### src/rtl/onehot_sweep_decoder.sv
// onehot_sweep_decoder
//
// Registered N-to-2^N one-hot decoder. It accepts requests over a valid/ready
// handshake. DIRECT requests latch a select and hold the decoded line. SWEEP
// requests walk the active line through all 2^N positions, up or down from a
// start index, wrapping around, and then return to idle.
//
// Parameters:
//   N       - select width; output width is 2^N (N >= 1)
//   REVERSE - 0: idx i drives y[i]; 1: idx i drives y[2^N-1-i]
//
// Ports:
//   clk          - rising-edge clock
//   rst_n        - asynchronous active-low reset
//   en_i         - global enable; 0 freezes state and forces y/done/ready low
//   in_valid_i   - request valid
//   in_ready_o   - block can accept a request (enabled and not sweeping)
//   sel_i        - start/target index, sampled on accept
//   mode_i       - 0 = DIRECT, 1 = SWEEP, sampled on accept
//   dir_i        - sweep direction, 0 = up, 1 = down, sampled on accept
//   y_o          - one-hot decoded lines, or all-zero
//   idx_o        - current registered index (always the natural index)
//   busy_o       - high while in the sweep state
//   done_o       - high in the cycle the last sweep position is driven
module onehot_sweep_decoder #(
    parameter int unsigned N       = 3,
    parameter bit          REVERSE = 1'b0
) (
    input  logic                clk,
    input  logic                rst_n,
    input  logic                en_i,
    input  logic                in_valid_i,
    output logic                in_ready_o,
    input  logic [N-1:0]        sel_i,
    input  logic                mode_i,
    input  logic                dir_i,
    output logic [(2**N)-1:0]   y_o,
    output logic [N-1:0]        idx_o,
    output logic                busy_o,
    output logic                done_o
);

    localparam int unsigned W        = 2 ** N;
    localparam logic [N:0]  LastStep = (N + 1)'(W - 1);

    typedef enum logic [1:0] {
        StIdle,
        StHold,
        StSweep
    } state_e;

    state_e       state_q, state_d;
    logic [N-1:0] idx_q, idx_d;
    logic [N:0]   step_q, step_d;
    logic         dir_q, dir_d;

    logic         accept;
    logic         last_step;
    logic [N-1:0] pos;

    assign in_ready_o = en_i && (state_q != StSweep);
    assign accept     = in_valid_i && in_ready_o;
    assign last_step  = (step_q == LastStep);

    // Next-state logic; en_i low leaves every register unchanged.
    always_comb begin
        state_d = state_q;
        idx_d   = idx_q;
        step_d  = step_q;
        dir_d   = dir_q;
        unique case (state_q)
            StIdle, StHold: begin
                if (accept) begin
                    idx_d   = sel_i;
                    step_d  = '0;
                    dir_d   = dir_i;
                    state_d = mode_i ? StSweep : StHold;
                end
            end
            StSweep: begin
                if (en_i) begin
                    idx_d  = dir_q ? (idx_q - N'(1)) : (idx_q + N'(1));
                    step_d = step_q + (N + 1)'(1);
                    if (last_step) begin
                        state_d = StIdle;
                    end
                end
            end
            default: begin
                state_d = StIdle;
            end
        endcase
    end

    always_ff @(posedge clk or negedge rst_n) begin
        if (!rst_n) begin
            state_q <= StIdle;
            idx_q   <= '0;
            step_q  <= '0;
            dir_q   <= 1'b0;
        end else begin
            state_q <= state_d;
            idx_q   <= idx_d;
            step_q  <= step_d;
            dir_q   <= dir_d;
        end
    end

    // For an N-bit index, 2^N-1-i is simply the bitwise complement of i.
    assign pos = REVERSE ? ~idx_q : idx_q;

    // Decode only from registered state so no select/mode/dir path reaches y.
    always_comb begin
        y_o = '0;
        if (en_i && (state_q != StIdle)) begin
            y_o[pos] = 1'b1;
        end
    end

    assign idx_o  = idx_q;
    assign busy_o = (state_q == StSweep);
    assign done_o = (state_q == StSweep) && last_step && en_i;

endmodule
### config.mk
export PLATFORM = sky130hd
export DESIGN_NAME = onehot_sweep_decoder
export DESIGN_NICKNAME = d
export VERILOG_FILES = /design/src/rtl/onehot_sweep_decoder.sv
export SDC_FILE = /design/constraint.sdc
export NUM_CORES = 1
export LEC_CHECK = 0
export BUFFER_PORTS_ARGS = -buffer_cell sky130_fd_sc_hd__buf_2
export CAP_MARGIN = 40
export CORE_AREA = 4 4 52 54
export DETAILED_ROUTE_END_ITERATION = 6
export DIE_AREA = 0 0 56 58
export SLEW_MARGIN = 20
export SYNTH_ARGS = -nofsm -noshare
export SYNTH_HDL_FRONTEND = slang
export SYNTH_SLANG_ARGS = --single-unit
### constraint.sdc
create_clock -name clk -period 2.7 [get_ports clk]
set_input_delay 0.405 -clock clk [delete_from_list [all_inputs] [get_ports clk]]
set_output_delay 0.405 -clock clk [all_outputs]
set_load 0.01 [all_outputs]
==> impl_metrics.toml <==
[clocking]
cts.clk_slew.worst_paths_ps = 70
cts_resized = 0
htree_levels = 1
cts_tree = "done"
clockBufferDepth = 2
clockRootBuffer = "clkbuf_4"
cts-buffers-inserted = 3
cts_sinks = 10
clk_latency_ps = 270

[power]
leakagePower_nw = 0.432
ir_drop_uv = 367
power_density_nw_per_um2 = 867

[worst_setup_path]
start_kind = "flop"
worstSetupEndpoint = "y_o[1]"
cp_max_fo = 13
cp_cell_sequence = "o211ai_1 > nor3_1 > buf_2"
slowest_stage = "dfrtp_1"
r2r_start = "idx_o[1]$_DFFE_PN0P_"
critPathMaxStageDelay_ps = 630
critPathKind = "flop to output pin"
crit_path_end_kind = "output pin"
required_ps = 2300
r2r-end = "idx_o[2]$_DFFE_PN0P_"
cp.arrival_ps = 1460
r2r_setup_slack_ps = 1070
reg2regPathDepth = 5
critPathLaunch = "state_q[1]$_DFFE_PN0P_"

[drt]
ant_nets = 0
dr.pass1.iters = 4
vias = 613
wire_per_inst_um = 12.5
drt_iter0_drc = 7
drt-vias-per-instance = 4.83
wirelength_um = 1590
drc_errors = 0

[layout]
multi_input_area_sq_um = 397
finish.net_count = 111
num_antenna_cells = 0
fill_cells = 235
drive_gt1_share_pct = 33.3
final_util_pct = 38.9
synthToLayoutAreaGrowth_pct = 23.1
seq_area_sq_um = 250

[die]
die_h_um = 58
pin_count = 23
start_util_pct = 31.6
core_sq_um = 2210
std_cell_rows = 17
dieArea_sq_um = 3250
die_w_um = 56

[global_route]
grt_pass1_vias = 636
antenna_found_initial = 0
grt_max_degree = 15
overflow = 0
grt_pass1_wl_um = 2820
gr-usage-all-layers_pct = 10.8

[logic_synthesis]
synth_area_leaders = "dfrtp_1, nand3b_4, nor2_1"
synth_cells = 75
synth_nets = 86
yosysTopAreaCellShare_pct = 35.8
yosys.area.top_type = "dfrtp_1"
netlist_area_sq_um = 699
ys_seq_elements = 10
ys_seq_area_share_pct = 35.8
synth_edf_count = 0
syn_avg_cell_area_sq_um = 9.33
synthDistinctLibCells = 32
async_flop_share_pct = 100
ys.flop_type = "dfrtp_1"
synth-warning-count = 0

[placement]
post-dp-hpwl_um = 1230
place.gp.congestion = 0.793
io_buffers = 22

[timing]
slew-limit-headroom_pct = 68.8
setup_violations = 0
worst_pin_slew_ps = 468
max_freq_mhz = 536
period_needed_ps = 1870
skew_ps = 3.04
final_hold_viol_count = 0
slew_viol_final = 0
grt_setup_unrepaired = "no"
min_period_over_period_pct = 69.1
whs_ps = 347
fin_tns_setup_ps = 0

[hold_path]
hold_path_class = "primary input to flop"

[flow_run]
maxCapViolations = 0

[outcome]
status = "completed"
[registers in the layout (all words and copies together), names as in the netlist]
signal / cells
dir_q: 1
idx_o: 3
step_q: 4
state_q: 2
[synthesized netlist by cell type, types with 2 or more instances]
cell type and n:
nor2_1 10, a21oi_1 2, inv_1 6, buf_6 2, nor3_1 3, o21ai_0 5
dfrtp_1 10, nand2_1 7, nand3_1 2, nand2b_1 2, mux2_2 2, nand3b_4 2
o211ai_1 3
[worst max-delay path: cells and delay by family (launching register included)]
family	cells	cell delay (ps)
AO/OA/AOI/OAI	1	210
AND/OR/NAND/NOR	1	180
buffers and inverters	1	160
flip-flops	1	630
[power breakdown]
part           switching, W  leakage [nW]  internal (W)
Clock             0.0000554        0.0210     0.0000819
Sequential        0.0000933         0.127      0.000200
Combinational      0.000164         0.284      0.000152
Total              0.000313         0.432      0.000434
[per-layer routing]
metal	vias up	part of all wire (%)	global-route usage (%)
met1	285	45	12.7
li1	315	-	-
met5	-	0	0
met4	0	0	2.37
met2	13	49	18.7
met3	0	5.8	4.45
[kinds of logic after synthesis]
group                      count (synthesis)  share of synthesized area (%)
AOI/OAI and AO/OA                         19                           19.7
buffers and inverters                      9                           7.51
muxes                                      2                           3.22
DFF                                       10                           35.8
adders and majority gates                  2                           4.65
and+or+nand+nor                           32                           27.9
xor gates and xnor gates                   1                           1.25
[per-stage QoR]
step	power (W)	cells	area [sq um]	setup WS (ps)
final	0.000747	127	861	835
after global placement	0.000607	122	815	1110
after global routing	0.000820	127	861	717
after floorplan	0.000525	75	699	1150
after CTS	0.000759	127	861	822
after detailed placement	0.000615	122	815	1060
[final cells by class]
class,instances,share of cell area [%]
multi-input combinational,56,46.1
sequential,10,29.1
timing repair buffer,23,14.0
clock buffer,4,4.22
tap,28,4.07
inverter,6,2.62
[repair_timing]
item	4_1_cts	5_1_grt
hold endpoints to repair	10	0
hold buffers	1	0
buffers inserted	0	0
[how the worst min path moves through the flow]
stage,from,endpoint,slack [ps],cells after the start
after detailed placement,rst_n,state_q[1]$_DFFE_PN0P_,280,1
after floorplan,rst_n,dir_q$_DFFE_PN0P_,110,0
after global placement,rst_n,state_q[1]$_DFFE_PN0P_,280,1
after CTS,mode_i,state_q[0]$_DFFE_PN0P_,340,2
after global routing,mode_i,state_q[0]$_DFFE_PN0P_,360,2
final,dir_i,dir_q$_DFFE_PN0P_,350,3
[placed cells by master, fill, tap and decap left out, types with 3 or more instances in the layout]
cell	instances
buf_2	22
nor2_1	10
dfrtp_1	10
nand2_1	7
inv_1	6
o21ai_0	5
o211ai_1	3
nor3_1	3
clkbuf_4	3
No activity file was read; power rests on OpenSTA's default activity.
